File: src/rtl/seg7_pkg.sv
// Seven-segment glyph constants (gfedcba, active-low) and the glyph-index type
// shared by the display multiplexer and its glyph decoder.
package seg7_pkg;

  localparam logic [6:0] SEG_0     = 7'b1000000;
  localparam logic [6:0] SEG_1     = 7'b1111001;
  localparam logic [6:0] SEG_2     = 7'b0100100;
  localparam logic [6:0] SEG_3     = 7'b0110000;
  localparam logic [6:0] SEG_4     = 7'b0011001;
  localparam logic [6:0] SEG_5     = 7'b0010010;
  localparam logic [6:0] SEG_6     = 7'b0000010;
  localparam logic [6:0] SEG_7     = 7'b1111000;
  localparam logic [6:0] SEG_8     = 7'b0000000;
  localparam logic [6:0] SEG_9     = 7'b0010000;
  localparam logic [6:0] SEG_A     = 7'b0001000;
  localparam logic [6:0] SEG_B     = 7'b0000011;
  localparam logic [6:0] SEG_C     = 7'b1000110;
  localparam logic [6:0] SEG_D     = 7'b0100001;
  localparam logic [6:0] SEG_E     = 7'b0000110;
  localparam logic [6:0] SEG_F     = 7'b0001110;
  localparam logic [6:0] SEG_DASH  = 7'b0111111;
  localparam logic [6:0] SEG_BLANK = 7'b1111111;

  typedef enum logic [4:0] {
    GI_0     = 5'd0,
    GI_1     = 5'd1,
    GI_2     = 5'd2,
    GI_3     = 5'd3,
    GI_4     = 5'd4,
    GI_5     = 5'd5,
    GI_6     = 5'd6,
    GI_7     = 5'd7,
    GI_8     = 5'd8,
    GI_9     = 5'd9,
    GI_A     = 5'd10,
    GI_B     = 5'd11,
    GI_C     = 5'd12,
    GI_D     = 5'd13,
    GI_E     = 5'd14,
    GI_F     = 5'd15,
    GI_DASH  = 5'd16,
    GI_BLANK = 5'd17
  } glyph_idx_t;

  function automatic logic [6:0] glyph_seg(input glyph_idx_t gi);
    logic [6:0] s;
    case (gi)
      GI_0:     s = SEG_0;
      GI_1:     s = SEG_1;
      GI_2:     s = SEG_2;
      GI_3:     s = SEG_3;
      GI_4:     s = SEG_4;
      GI_5:     s = SEG_5;
      GI_6:     s = SEG_6;
      GI_7:     s = SEG_7;
      GI_8:     s = SEG_8;
      GI_9:     s = SEG_9;
      GI_A:     s = SEG_A;
      GI_B:     s = SEG_B;
      GI_C:     s = SEG_C;
      GI_D:     s = SEG_D;
      GI_E:     s = SEG_E;
      GI_F:     s = SEG_F;
      GI_DASH:  s = SEG_DASH;
      GI_BLANK: s = SEG_BLANK;
      default:  s = SEG_BLANK;
    endcase
    return s;
  endfunction

endpackage

File: src/rtl/seg7_glyph.sv
// Combinational nibble-to-segment decoder; blank beats dash, dash beats the hex glyph.
module seg7_glyph
  import seg7_pkg::*;
(
  input  logic [3:0] nibble_i,
  input  logic       dash_i,
  input  logic       blank_i,
  output logic [6:0] seg_o
);

  glyph_idx_t gi_s;

  // Resolve the glyph index by priority, then look up its segment pattern.
  always_comb begin
    gi_s = GI_BLANK;
    if (blank_i) begin
      gi_s = GI_BLANK;
    end else if (dash_i) begin
      gi_s = GI_DASH;
    end else begin
      gi_s = glyph_idx_t'({1'b0, nibble_i});
    end
    seg_o = glyph_seg(gi_s);
  end

endmodule

File: src/rtl/display_mux.sv
// Time-multiplexed seven-segment driver with double-buffered digit data
// (staging captured on load, shadow swapped at frame wrap) and a ghost-guard cycle.
module display_mux
  import seg7_pkg::*;
#(
  parameter int N_DIGITS    = 4,
  parameter int REFRESH_DIV = 50000,
  parameter int LZ_SUPPRESS = 0
) (
  input  logic                  clk,
  input  logic                  rst,
  input  logic [4*N_DIGITS-1:0] value,
  input  logic [N_DIGITS-1:0]   dp_in,
  input  logic [N_DIGITS-1:0]   blank_in,
  input  logic [N_DIGITS-1:0]   dash_in,
  input  logic                  load,
  output logic [6:0]            seg,
  output logic                  dp,
  output logic [N_DIGITS-1:0]   an,
  output logic                  frame_tick
);

  localparam int DIV_W = (REFRESH_DIV > 1) ? $clog2(REFRESH_DIV) : 1;
  localparam int IDX_W = (N_DIGITS > 1) ? $clog2(N_DIGITS) : 1;
  localparam int ST_W  = 7 * N_DIGITS;

  logic [DIV_W-1:0]    div_q, div_d;
  logic [IDX_W-1:0]    idx_q, idx_d;
  logic                tick_q, tick_d;
  logic [ST_W-1:0]     stg_q, stg_d;
  logic [ST_W-1:0]     shd_q, shd_d;
  logic [6:0]          seg_q, seg_d;
  logic                dp_q, dp_d;
  logic [N_DIGITS-1:0] an_q, an_d;

  logic [ST_W-1:0]       in_vec_s;
  logic [4*N_DIGITS-1:0] shd_val_s;
  logic [N_DIGITS-1:0]   shd_dp_s, shd_blank_s, shd_dash_s;
  logic [N_DIGITS-1:0]   dig_sel_s, lz_mask_s;
  logic                  zero_run_s;
  logic [3:0]            sel_nib_s;
  logic                  sel_dp_s, sel_blank_s, sel_dash_s, sel_lz_s, dark_s;
  logic [6:0]            glyph_out_s;

  // Staging and shadow words share one layout: {dash, blank, dp, value}.
  assign in_vec_s = {dash_in, blank_in, dp_in, value};
  assign {shd_dash_s, shd_blank_s, shd_dp_s, shd_val_s} = shd_q;

  // Refresh divider and digit index; frame tick is raised as the index wraps to 0.
  always_comb begin
    div_d  = div_q + DIV_W'(1);
    idx_d  = idx_q;
    tick_d = 1'b0;
    if (div_q == DIV_W'(REFRESH_DIV - 1)) begin
      div_d = '0;
      if (idx_q == IDX_W'(N_DIGITS - 1)) begin
        idx_d  = '0;
        tick_d = 1'b1;
      end else begin
        idx_d  = idx_q + IDX_W'(1);
        tick_d = 1'b0;
      end
    end else begin
      div_d = div_q + DIV_W'(1);
    end
  end

  // Staging follows load; shadow swaps only on the frame tick, bypassing a coincident load.
  always_comb begin
    stg_d = stg_q;
    shd_d = shd_q;
    if (load) begin
      stg_d = in_vec_s;
    end else begin
      stg_d = stg_q;
    end
    if (tick_q) begin
      shd_d = load ? in_vec_s : stg_q;
    end else begin
      shd_d = shd_q;
    end
  end

  // Leading-zero mask scanned from the top digit down, then one-hot digit selection.
  always_comb begin
    lz_mask_s  = '0;
    zero_run_s = 1'b1;
    dig_sel_s  = '0;
    sel_nib_s  = 4'h0;
    sel_dp_s   = 1'b0;
    sel_blank_s = 1'b0;
    sel_dash_s = 1'b0;
    sel_lz_s   = 1'b0;
    for (int k = N_DIGITS - 1; k >= 1; k--) begin
      zero_run_s   = zero_run_s & (shd_val_s[4*k +: 4] == 4'h0) & ~shd_dash_s[k] & ~shd_dp_s[k];
      lz_mask_s[k] = zero_run_s & (LZ_SUPPRESS != 0);
    end
    for (int k = 0; k < N_DIGITS; k++) begin
      dig_sel_s[k] = (idx_q == IDX_W'(k));
      sel_nib_s    = sel_nib_s | (shd_val_s[4*k +: 4] & {4{dig_sel_s[k]}});
      sel_dp_s     = sel_dp_s | (shd_dp_s[k] & dig_sel_s[k]);
      sel_blank_s  = sel_blank_s | (shd_blank_s[k] & dig_sel_s[k]);
      sel_dash_s   = sel_dash_s | (shd_dash_s[k] & dig_sel_s[k]);
      sel_lz_s     = sel_lz_s | (lz_mask_s[k] & dig_sel_s[k]);
    end
  end

  assign dark_s = sel_blank_s | sel_lz_s;

  seg7_glyph u_glyph (
    .nibble_i (sel_nib_s),
    .dash_i   (sel_dash_s),
    .blank_i  (dark_s),
    .seg_o    (glyph_out_s)
  );

  // Output next-state: everything dark in the ghost cycle or for a blanked digit.
  always_comb begin
    seg_d = SEG_BLANK;
    dp_d  = 1'b1;
    an_d  = '1;
    if ((div_q == '0) || dark_s) begin
      seg_d = SEG_BLANK;
      dp_d  = 1'b1;
      an_d  = '1;
    end else begin
      seg_d = glyph_out_s;
      dp_d  = ~sel_dp_s;
      an_d  = ~dig_sel_s;
    end
  end

  // State and registered outputs; reset aborts the scan immediately.
  always_ff @(posedge clk or posedge rst) begin
    if (rst) begin
      div_q  <= '0;
      idx_q  <= '0;
      tick_q <= 1'b0;
      stg_q  <= '0;
      shd_q  <= '0;
      seg_q  <= SEG_BLANK;
      dp_q   <= 1'b1;
      an_q   <= '1;
    end else begin
      div_q  <= div_d;
      idx_q  <= idx_d;
      tick_q <= tick_d;
      stg_q  <= stg_d;
      shd_q  <= shd_d;
      seg_q  <= seg_d;
      dp_q   <= dp_d;
      an_q   <= an_d;
    end
  end

  assign seg        = seg_q;
  assign dp         = dp_q;
  assign an         = an_q;
  assign frame_tick = tick_q;

endmodule
File: config.mk
export PLATFORM = sky130hd
export DESIGN_NAME = display_mux
export DESIGN_NICKNAME = d
export VERILOG_FILES = /design/src/rtl/seg7_pkg.sv /design/src/rtl/seg7_glyph.sv /design/src/rtl/display_mux.sv
export SDC_FILE = /design/constraint.sdc
export NUM_CORES = 1
export LEC_CHECK = 0
export BUFFER_PORTS_ARGS = -buffer_cell sky130_fd_sc_hd__buf_4
export CORE_MARGIN = 3
export CORE_UTILIZATION = 55
export DETAILED_ROUTE_END_ITERATION = 8
export GPL_TIMING_DRIVEN = 0
export PLACE_DENSITY = 0.75
export SETUP_SLACK_MARGIN = 0.3
export SYNTH_ARGS = -nofsm -noshare
export SYNTH_HDL_FRONTEND = slang
export SYNTH_HIERARCHICAL = 1
export SYNTH_SLANG_ARGS = --single-unit
export TNS_END_PERCENT = 50
File: constraint.sdc
create_clock -name clk -period 3.3 [get_ports clk]
set_input_delay 0.66 -clock clk [delete_from_list [all_inputs] [get_ports clk]]
set_output_delay 0.66 -clock clk [all_outputs]
set_load 0.005 [all_outputs]
==> results of run 1 <==
sequential cells by signal (all words and copies together) (netlist names):
signal	flops
an	4
div_q	16
dp	1
frame_tick	1
idx_q	2
seg	7
shd_q	28
stg_q	28
layer usage:
layer	track usage, %	part of all wire, %	routed length [um]	up-vias
met1	25.08	44	3082	1214
li1	-	-	-	1160
met4	6.897	1.1	81	0
met3	4.341	5.9	418	8
met5	0	0	0	-
met2	30.45	49	3472	78
final cells by class:
type	instances	area, um2	share of cell area (%)
inverter	13	51.30	1.113
timing repair buffer	49	387.9	8.417
tap	93	116.4	2.525
sequential	87	2192	47.57
clock buffer	10	127.6	2.769
multi-input combinational	185	1585	34.40
buffer	14	73.82	1.602
clock inverter	5	73.82	1.602
cells by family after synthesis:
family | Yosys count | synth area share, %
simple gates | 70 | 9.651
compound gates | 25 | 4.663
xor+xnor | 14 | 3.174
buf+inv | 27 | 3.044
mux | 64 | 18.85
flops | 87 | 56.74
fa+ha+maj | 12 | 3.886
power by group:
| group | leakage, nW | switching, mW | internal (mW) |
|---|---|---|---|
| Clock | 0.104 | 0.347 | 0.417 |
| Sequential | 1.09 | 0.00777 | 1.10 |
| Combinational | 1.01 | 0.0498 | 0.0576 |
placed cells by master, fill, tap and decap left out, types with 4 or more instances in the layout:
cell type                  netlist  layout
sky130_fd_sc_hd__o211ai_1        4       4
sky130_fd_sc_hd__nand3_1         8       8
sky130_fd_sc_hd__clkbuf_8        0       9
sky130_fd_sc_hd__nor4_1          4       4
sky130_fd_sc_hd__inv_1          13      12
sky130_fd_sc_hd__ha_1           12      12
sky130_fd_sc_hd__mux2_2         60      60
sky130_fd_sc_hd__buf_2           7       8
sky130_fd_sc_hd__nor2_1         16      15
sky130_fd_sc_hd__xor2_1          5       5
sky130_fd_sc_hd__nand2b_1        8       8
sky130_fd_sc_hd__dfstp_2        12      12
sky130_fd_sc_hd__nor3_1          6       6
sky130_fd_sc_hd__dfrtp_1        75      75
sky130_fd_sc_hd__buf_4           0      48
sky130_fd_sc_hd__a22oi_1        14      12
sky130_fd_sc_hd__nand2_1        17      16
sky130_fd_sc_hd__xnor2_1         9       9
path summary, 6_finish.rpt:
| kind | startpoint | endpoint | slack, ns | depth (start not counted) |
|---|---|---|---|---|
| max reg2reg | idx_q[1] | seg[3] | 0.45 | 11 |
| max in group asynchronous | rst | an[3] | 2.40 | 3 |
| min | rst | div_q[14] | 0.27 | 2 |
| min reg2reg | stg_q[4] | stg_q[4] | 0.50 | 1 |
| max | idx_q[1] | seg[3] | 0.45 | 11 |
| min in group clk | stg_q[4] | stg_q[4] | 0.50 | 1 |
through the flow:
stage | setup TNS (ns) | hold WS [ns] | cell area, um2 | utilization (%)
after floorplan | 0 | 0.4681 | 3864 | -
after global placement | -38.08 | 0.4783 | 4295 | 65.40
after detailed placement | 0 | 0.4825 | 4325 | 65.86
after CTS | 0 | 0.2605 | 4543 | 69.18
after global routing | 0 | 0.2878 | 4608 | 70.17
final | 0 | 0.2718 | 4608 | 70.17
timing repair:
action	CTS	global route
resized for setup	7	4
pin swaps	0	2
setup buffers	0	6
endpoints found under the setup margin	1	1
cloned	0	0
==> summary by stage, run 1 <==
Outcome
The flow ran to the end, and the final reports show no timing, DRC or antenna violations.

Setup path
The classification of the worst setup path is reg -> reg. The type of destination of the critical path is a register. For this design, the slowest cell found on the critical path is sky130_fd_sc_hd__mux4_2.

The critical path's largest stage delay is 0.46 ns. The most numerous cell type found on the critical path is sky130_fd_sc_hd__ha_1. The data required time of the critical path is 3.58 ns. The data arrival time of the critical path is 3.13 ns. Traced cell by cell, the critical path runs through buf_4, ha_1, buf_2, a22oi_1, nand2_1, a21oi_4, inv_1, ha_1, mux4_2, or3_1, nand2b_1. The cell family contributing the most delay on the critical path is simple AND/OR/NAND/NOR gates. The highest net fanout along the worst path is 8. The critical path buffer and inverter count is 3. The worst setup path is launched from a register.

Synth
The post-synthesis async set-or-reset flop share is 100.0%. The number of unique standard cell types used by synthesis is 34. By instance count, the leading cell after synthesis is sky130_fd_sc_hd__dfrtp_1.

When the netlist entered floorplanning its net count stood at 342. The dominant cell type by area after synthesis is sky130_fd_sc_hd__dfrtp_1. Synthesis produced 299 cells. The number of warnings issued by yosys is 6. The portion of the post-synthesis area used by sequential elements is 56.74%. The average footprint of a synthesized cell is 12.92 um2. The synthesized design contains 0 enable-type register cells. By area the synthesized netlist is led by sky130_fd_sc_hd__dfrtp_1, sky130_fd_sc_hd__mux2_2, sky130_fd_sc_hd__dfstp_2. The register bit count reported by yosys is 87. Sorting the synthesized cells by how often they occur yields sky130_fd_sc_hd__dfrtp_1, sky130_fd_sc_hd__mux2_2, sky130_fd_sc_hd__nand2_1.

The post-synthesis instance area is 3864 um2. The flip-flop cell with the highest count after synthesis is sky130_fd_sc_hd__dfrtp_1. The top cell type by area accounts for 48.58% of the synthesized area.

STA
The final critical path takes up 86.26% of the cycle. Headroom to the max-slew limit came out at 63.91%. Derived from the worst setup path, the maximum achievable clock frequency is 0.3513 GHz. The hold violation total from the final report is 0. The transition at the pin with the smallest max-transition slack is 0.5414 ns. The setup slack of the critical path after layout is 0.4535 ns.

On the final layout, the worst clock skew is 0.009501 ns. Subtracting the final worst setup slack from the clock period gives 2.847 ns. The final number of max-transition violations was 0. Setup violations remaining at the end of the flow were counted as 0. Setup repair after global routing left no endpoint under its margin.

Die
The floorplan die height is 89.82 um. The floorplan has 29 rows. The horizontal die dimension is 89.82 um.

The initial utilization of the core area, before any placement, comes to 58.83%. The I/O pin count is 44. The region available for standard cell placement spans 6568 um2. The floorplan die area is 8067 um2.

Placed design
The number of placed instances with taps included is 435. Buffers placed on the I/O ports in this run total 42. Once detailed placement completed, the half-perimeter wirelength came to 4.868 mm. Before CTS, the worst setup slack after placement is 0.05672 ns.

The global placement routability congestion is 0.8795.

GRT
The maximum number of pins on one net before global-route repair is 67. For this run, the total global-route usage over all layers was measured as 18.84%. The via count of the first global-routing pass is 2421. The number of antenna violations at the first check in global routing is 0.

The first-pass GRT wire length is 12.22 mm. Global routing finished with a remaining overflow of 0.

Worst hold path
The worst min-delay path class is in -> async.

Routing
The remaining antenna violation count after routing is 0. The DRC violation total after the first TritonRoute iteration is 100. The post-route DRC violation count is 0. The total number of vias is 2460.

Using the TritonRoute via totals, the vias-per-cell ratio works out to 5.395. The final layout contains routed wiring with a total length of 7.054 mm. The average detailed-routed wire length per instance is 15.47 um.

The pre-antenna-repair detailed-routing pass consisted of 4 iterations.

Clock tree
The clock input transition at the sequential cells of the worst setup and hold paths is 0.08 ns. The clock passes through at most 2 buffers. For this design, the sink count on the clock tree is 87. The TritonCTS clock tree is built. The clock reaches the later pin of the worst-skew pair after 0.35 ns. Counting the buffers created by CTS gives 9. The H-tree was split into 3 levels. The root buffer cell is sky130_fd_sc_hd__clkbuf_8. The quantity of hold-fixing buffers added after cts is 0.

Power
Dividing total power by cell area gives a power density of 429.5 nW/um2. Across the VDD grid, the largest voltage drop is 243.5 uV. The leakage component of the power is 2.209 nW.

The overall power is 1.979 mW.

Final layout
Compared with the post-synthesis result, the final layout area differs by 19.27%. The number of antenna diodes in the final layout is 0. Fill cells in the final layout number 463. The number of standard cells in the final layout excluding fillers is 456. The net total in the final layout is 402.

The ratio of cells with drive above 1 in the final layout is 42.98%.

Job
The reported max-cap violation count is 0.
No activity file was read; power rests on OpenSTA's default activity.
==> inputs of run 2 (changes only) <==
--- a/config.mk
+++ b/config.mk
@@ -8,8 +8,8 @@
 export BUFFER_PORTS_ARGS = -buffer_cell sky130_fd_sc_hd__buf_4
 export CORE_MARGIN = 3
-export CORE_UTILIZATION = 55
+export CORE_UTILIZATION = 30
 export DETAILED_ROUTE_END_ITERATION = 8
 export GPL_TIMING_DRIVEN = 0
-export PLACE_DENSITY = 0.75
+export PLACE_DENSITY = 0.46
 export SETUP_SLACK_MARGIN = 0.3
 export SYNTH_ARGS = -nofsm -noshare
==> constraint.sdc (replaced) <==
create_clock -name clk -period 3.3 [get_ports clk]
set_input_delay 0.66 -clock clk [delete_from_list [all_inputs] [get_ports clk]]
set_output_delay 0.66 -clock clk [all_outputs]
set_load 0.1 [all_outputs]
==> summary by stage, run 2 (synthesis gave the netlist of run 1 again) <==
STA
The clock skew after layout is 0.01230 ns. Based on the critical path, the design can be clocked at up to 0.3507 GHz. The hold violation total from the final report is 0. The count of endpoints failing setup in the final report is 0. The total negative slack for setup checks is 0 ns. The final number of max-transition violations came to 0. The transition at the pin with the smallest max-transition slack is 0.5770 ns. The worst path uses 86.41% of the clock period. The shortest period the worst path allows is 2.851 ns. Setup repair after global routing left no endpoint under its margin. The relative max-transition margin is 61.54%.

Setup path
The data required time of the critical path is 3.55 ns. The type of destination of the critical path is a register. For flop-to-flop paths, the worst setup slack is 0.45 ns. The critical path in this run is classified as reg -> reg. Traced cell by cell, the critical path runs through ha_1, buf_2, a22oi_1, nand2_1, a21oi_4, inv_1, ha_1, mux4_2, or3_1, nand2b_1. The critical path's largest stage delay is 0.46 ns. The slowest stage of the critical path belongs to the cell sky130_fd_sc_hd__mux4_2. The critical path buffer and inverter count is 2. STA classifies the critical path startpoint as a register. The data arrival time of the critical path is 3.10 ns. The start point of the critical path is idx_q[0]. The timing endpoint of the critical path is seg[3]. The number of cells on the critical path is 10. The depth of the worst register-to-register path is 10. Among the stages of the critical path, the cell type that occurs most often is sky130_fd_sc_hd__ha_1. On the critical path the largest part of the delay comes from simple AND/OR/NAND/NOR gates. In this run the critical register-to-register path is captured at seg[3]. The start of the worst register-to-register path is idx_q[0]. Along the worst path, the maximum fanout reaches 10.

Routing
In the routed layout, each cell is associated on average with a via count of 4.554. The average detailed-routed wire length per instance is 14.49 um. The first-pass iteration count of the detailed router is 4. Summed over all layers, the routed wires come to 7.666 mm. After the first detailed-routing iteration, the DRC count stood at 116.

The post-route DRC violation count is 0. Once detail routing completed, the nets flagged for antenna violations numbered 0. The total number of vias is 2409.

Placed design
After detailed placement, the design holds a cell count of 510. After detailed placement, the total cell area comes to 4419 um2. Routability-driven placement finished with a final weighted congestion of 0.7791.

Buffers placed on the I/O ports in this run total 42. The wire-length estimate of the detail-placed layout is 5.387 mm.

Power
The share of power burned in the clock network is 46.0%. IR analysis of the VDD net gives a maximum drop of 253.3 uV. The portion of total power attributed to sequential cells is 49.2%. In this run switching power makes up 20.70% of total power. The overall power is 2.255 mW.

Dividing total power by cell area gives a power density of 471.1 nW/um2. The portion of total power attributed to combinational logic is 4.8%. The internal power component is 1.788 mW. In this run the static leakage power is 2.234 nW. The net switching power is 0.4668 mW.

Final layout
The ratio of cells with drive above 1 in the final layout is 42.94%. The count of cells in the finished layout, fillers not included, comes to 529. The cell area after layout is 4786 um2. In the final layout, the registers with the most flip-flops are shd_q: 28 flops, stg_q: 28 flops, div_q: 16 flops.

The library cell used most frequently in the layout, excluding fill and tap cells, is sky130_fd_sc_hd__dfrtp_1. The number of antenna diodes in the final layout is 0. The net total in the final layout is 399. The library cells used most frequently in the layout, excluding fill and tap cells, are sky130_fd_sc_hd__dfrtp_1, sky130_fd_sc_hd__mux2_2, sky130_fd_sc_hd__buf_4, sky130_fd_sc_hd__nor2_1, sky130_fd_sc_hd__nand2_1.

The synthesis-to-finish area growth is 23.87%. The final standard cell utilization of the core is 38.87%.

Clock tree
CTS saw 87 sinks. The tree is rooted in a sky130_fd_sc_hd__clkbuf_16. The clock reaches the later pin of the worst-skew pair after 0.34 ns. Clock tree synthesis inserted a total of 9 buffers. The quantity of hold-fixing buffers added after cts is 0. The clock input transition at the sequential cells of the worst setup and hold paths is 0.06 ns. The buffer depth of the longest clock path is 2. The H-tree generated during clock tree synthesis spans 3 levels. TritonCTS built the clock tree.

Die
The initial utilization of the core area, before any placement, comes to 31.38%. After floorplanning, the core was sized to cover 12310 um2. The floorplan die height is 119.5 um.

44 I/O pins were placed. The floorplan die area is 14280 um2. The number of rows created at floorplan is 40. In this run the horizontal extent of the chip is 119.5 um.

GRT
The first global-routing pass estimated 12.61 mm of wire. The final global-route overflow total is 0. For this run, the total global-route usage over all layers was measured as 11.30%. The via count of the first global-routing pass is 2489. The number of antenna violations at the first check in global routing is 0. Entering global routing, the biggest net connects 53 pins.

Outcome
The run finished with clean final reports.

Worst hold path
The worst min-delay path class is in -> async.

Job
The reported max-cap violation count is 0.
==> run 2: cell types whose count changed in the layout (fill, tap and decap cells not counted), moves of 2 or more <==
cell	before	now
sky130_fd_sc_hd__clkbuf_16	0	9
sky130_fd_sc_hd__clkbuf_8	9	2
sky130_fd_sc_hd__buf_4	48	45
sky130_fd_sc_hd__buf_2	8	10
sky130_fd_sc_hd__clkbuf_2	3	1
sky130_fd_sc_hd__clkinv_2	2	0
sky130_fd_sc_hd__clkinvlp_4	0	2
==> run 2: final cells by class <==
cell class	count	area, um2
sequential	87	2192
clock buffer	12	256.5
multi-input combinational	185	1583
tap	168	210.2
buffer	14	73.82
inverter	13	51.30
fill	1246	7526
timing repair buffer	46	365.4
clock inverter	4	53.80
==> run 2: timing repair <==
item,in CTS,in global routing
gates resized for setup,8,5
pin swaps,0,3
setup buffers,0,3
gates cloned,0,0
setup endpoints to repair,1,1
==> run 2: worst reg2reg max path: stages (launching register included) <==
cell,delay (ns)
sky130_fd_sc_hd__dfrtp_1,0.42
sky130_fd_sc_hd__ha_1,0.20
sky130_fd_sc_hd__buf_2,0.20
sky130_fd_sc_hd__a22oi_1,0.29
sky130_fd_sc_hd__nand2_1,0.19
sky130_fd_sc_hd__a21oi_4,0.23
sky130_fd_sc_hd__inv_1,0.08
sky130_fd_sc_hd__ha_1,0.24
sky130_fd_sc_hd__mux4_2,0.46
sky130_fd_sc_hd__or3_1,0.31
sky130_fd_sc_hd__nand2b_1,0.15
==> run 2: how the worst min path moves through the flow <==
stage	end	start	slack, ns
detailed placement	stg_q[11]	stg_q[11]	0.48
global placement	stg_q[22]	stg_q[22]	0.48
global route	div_q[11]	rst	0.38
CTS	div_q[7]	rst	0.37
finish	div_q[11]	rst	0.36
floorplan	stg_q[0]	stg_q[0]	0.47
==> run 2: power groups by stage <==
stage               Clock (mW)  Combinational [mW]  Sequential, mW
floorplan                    0              0.0627            1.13
global placement             0               0.107            1.13
detailed placement           0               0.112            1.13
CTS                       1.07               0.112            1.11
global route              1.11               0.122            1.11
finish                    1.04               0.108            1.11
==> run 2: metrics by stage <==
stage	hold slack [ns]	setup slack (ns)
detailed placement	0.4847	0.009933
CTS	0.3662	0.3064
global route	0.3769	0.2776
floorplan	0.4681	0.4097
global placement	0.4765	-0.7496
finish	0.3552	0.4486
==> run 2: per-layer routing <==
metal  part of all wire, %  GRT usage, %  vias up
met5                     0             0        -
met4                   2.2         6.299        0
met3                   3.6         2.422       11
met2                    46         17.44       41
met1                    48         14.73     1203
li1                      -             -     1154
==> inputs of run 3 (changes only) <==
- ABC_AREA: unset -> 1
- MAX_ROUTING_LAYER: unset -> met4
- PLACE_DENSITY: 0.46 -> 0.45
==> summary by stage, run 3 <==
Routing
The total number of vias is 3034. The post-route DRC violation count is 0. The DRC violation total after the first TritonRoute iteration is 146.

After detailed routing, the average wire length per cell comes to 12.79 um. The vias per cell is 4.359. The count of nets left with antenna violations once routing finished came out at 0. The first-pass iteration count of the detailed router is 4. The wire length after detailed routing is 8.903 mm.

STA
The setup slack of the critical path after layout is 0.5936 ns. The maximum clock rate is 0.3695 GHz. The tightest hold path in the finished design has a slack of 0.3189 ns.

Clock skew on the completed layout was measured at 0.006761 ns. In this run the tightest slew margin relative to its limit is 69.93%. The hold violation total from the final report is 0. Setup repair after global routing left no endpoint under its margin. The final number of max-transition violations is 0. The transition at the pin with the smallest max-transition slack is 0.4510 ns.

Setup violations remaining at the end of the flow were counted as 0. The clock period could shrink to 2.706 ns. Of the available clock period, the critical path in the final layout requires 82.01%.

Placed design
Before CTS, the worst setup slack after placement is 0.007112 ns. Routability-driven placement finished with a final weighted congestion of 0.8152. The quantity of I/O buffers inserted on ports is 42. The number of placed instances with taps included is 678. The HPWL after detailed placement is 6.435 mm.

Outcome
The flow ran to the end, and the final reports show no timing, DRC or antenna violations.

Clock tree
The root buffer cell is sky130_fd_sc_hd__clkbuf_16. The sink count of the clock tree is 87. At the later pin of the worst-skew pair, clock insertion delay measures 0.35 ns.

After clock tree synthesis, the clock-pin slew on the worst setup and hold paths is 0.06 ns. The number of clock buffers inserted by TritonCTS is 9. The level count of the clock H-tree is 3.

The clock passes through at most 2 buffers. The TritonCTS clock tree is built.

Setup path
The type of destination of the critical path is a register. Data on the critical path arrives at its endpoint at 2.97 ns. The classification of the worst setup path is reg -> reg.

Along the worst path, the maximum fanout reaches 10. STA classifies the critical path startpoint as a register. In this run the worst setup path begins at idx_q[0]. The data required time of the critical path is 3.57 ns.

The start of the worst register-to-register path is idx_q[0].

Synth
The synthesized design contains 0 enable-type register cells. The most common cell in the synthesized netlist is sky130_fd_sc_hd__nand2_1. The register bit count reported by yosys is 87. The portion of the post-synthesis area used by sequential elements is 52.42%.

The synthesized netlist contains 29 unique library cells. Synthesis produced 459 cells. For this run, asynchronously set or reset flops after synthesis account for 100.0%. The average footprint of a synthesized cell is 9.110 um2. The most used flip-flop cell after synthesis is sky130_fd_sc_hd__dfrtp_1. Counting instances in the post-synthesis netlist gives the leading cell types as sky130_fd_sc_hd__nand2_1, sky130_fd_sc_hd__dfrtp_1, sky130_fd_sc_hd__inv_1. The number of warnings issued by yosys is 6. The synthesized design devotes to its leading area cell type 44.88% of total area. The post-synthesis instance area is 4182 um2. Summed over all instances, the cell type with the most area after synthesis is sky130_fd_sc_hd__dfrtp_1. Synthesis produced a netlist with a net count of 502. Yosys attributes the largest share of cell area to sky130_fd_sc_hd__dfrtp_1, sky130_fd_sc_hd__nand2_1, sky130_fd_sc_hd__dfstp_2.

GRT
Global routing used 12.87% of the available tracks. The maximum number of pins on one net before global-route repair is 57. The via count of the first global-routing pass is 3016. The number of antenna violations at the first check in global routing is 0. Summed over all layers, the global routing overflow is 0. The first global-routing pass estimated 14.73 mm of wire.

Die
The floorplan die height is 124.1 um. The number of rows created at floorplan is 42. For this design the top-level I/O count stands at 44. The floorplan die area is 15390 um2. Measured along the x axis, the die boundary spans 124.1 um. The floorplan step defined a core boundary enclosing 13450 um2.

The initial utilization of the core area, before any placement, comes to 31.08%.

Final layout
0 antenna diodes ended up in the layout. The area growth from synthesis to layout is 20.95%. The final standard cell utilization of the core is 37.59%.

The net count of the finished layout is 558. In the final layout, the registers with the most flip-flops are shd_q: 28 flops, stg_q: 28 flops, div_q: 16 flops. The leading cell type in the layout, fill and taps excluded is sky130_fd_sc_hd__nand2_1. Cells with a size suffix above 1 make up 24.23% of the layout. The number of standard cells in the final layout excluding fillers is 696. Leaving out fill and tap cells, the most frequent cells in the layout are sky130_fd_sc_hd__nand2_1, sky130_fd_sc_hd__dfrtp_1, sky130_fd_sc_hd__inv_1, sky130_fd_sc_hd__buf_4, sky130_fd_sc_hd__nor2_1.

Power
The worst voltage drop across the vdd grid is 190.7 uV. After layout, the design draws a total of 2.171 mW. The leakage component of the power is 2.478 nW. The power density normalized to cell area is 429.2 nW/um2.

Job
Across the run, the number of max-cap violations was 0.

Worst hold path
The worst min-delay path class is in -> async.
==> run 3: cell types whose count changed after synthesis, sizes merged, moves of 8 or more <==
cell / change
nand3: +13
a21oi: +8
nand2b: -8
nor2: +34
xnor2: -9
nand2: +88
o21ai: +29
mux2: -32
inv: +53
a22oi: -14
==> run 3: through the flow <==
step | setup TNS (ns) | instance area (um2)
final | 0 | 5057
after global routing | 0 | 5057
after CTS | 0 | 5036
after detailed placement | 0 | 4747
after global placement | -57.01 | 4717
after floorplan | 0 | 4182
==> run 3: path summary, 6_finish.rpt <==
path	end	cells after the start	slack, ns
hold / removal	stg_q[16]	2	0.32
max in group asynchronous	seg[6]	3	2.31
hold reg to reg	div_q[0]	1	0.48
setup / recovery	seg[0]	17	0.59
setup reg to reg	seg[0]	17	0.59
min in group clk	div_q[0]	1	0.48
==> run 3: kinds of logic (layout without fill, tap and decap cells) <==
kind of cell	Yosys count	in the layout	synth area share, %
fa+ha+maj	12	12	3.591
buf+inv	81	142	8.497
simple gates	191	191	19.57
compound gates	52	52	6.703
mux	28	28	7.540
flops	87	87	52.42
xor+xnor	8	8	1.676
==> run 3: cell type report <==
class / instances / area (um2)
timing repair buffer: 45 / 357.8
clock inverter: 5 / 41.29
tap: 176 / 220.2
buffer: 15 / 110.1
fill: 1406 / 8396
multi-input combinational: 291 / 1653
sequential: 87 / 2192
clock buffer: 11 / 232.7
inverter: 66 / 250.2
==> run 3: where the power goes <==
| part | switching, mW | total (mW) | internal [mW] |
|---|---|---|---|
| clock | 0.436 | 0.953 | 0.517 |
| combinational | 0.0551 | 0.111 | 0.0558 |
| sequential | 0.00710 | 1.11 | 1.10 |
| total | 0.498 | 2.17 | 1.67 |
==> run 3: worst max-delay path, stage by stage, from the launching register on <==
cell and delay (ns):
sky130_fd_sc_hd__dfrtp_1 0.43, sky130_fd_sc_hd__inv_1 0.09, sky130_fd_sc_hd__ha_1 0.27, sky130_fd_sc_hd__inv_2 0.14, sky130_fd_sc_hd__o22ai_1 0.11, sky130_fd_sc_hd__nor2_2 0.20, sky130_fd_sc_hd__buf_4 0.21, sky130_fd_sc_hd__inv_1 0.13
sky130_fd_sc_hd__a21oi_4 0.23, sky130_fd_sc_hd__inv_1 0.10, sky130_fd_sc_hd__ha_2 0.22, sky130_fd_sc_hd__nand2_1 0.08, sky130_fd_sc_hd__inv_1 0.04, sky130_fd_sc_hd__nor2_1 0.09, sky130_fd_sc_hd__nand2_1 0.06, sky130_fd_sc_hd__nand2_1 0.06
sky130_fd_sc_hd__inv_1 0.03, sky130_fd_sc_hd__nand3b_1 0.14
==> run 3: repair_timing <==
| action | in CTS | in global routing |
|---|---|---|
| setup endpoints to repair | 7 | 7 |
| hold buffers | 0 | 0 |
| pin swaps | 1 | 1 |
| buffers inserted | 1 | 1 |
| resized for setup | 3 | 7 |
==> run 3: metal layers <==
layer | wire length (um) | vias up | part of all wire, % | GRT usage [%]
met4 | 170 | 0 | 1.9 | 5.133
met5 | 0 | - | 0 | -
li1 | - | 1559 | - | -
met2 | 4136 | 40 | 46 | 19.56
met3 | 262 | 11 | 2.9 | 2.997
met1 | 4334 | 1424 | 49 | 16.67
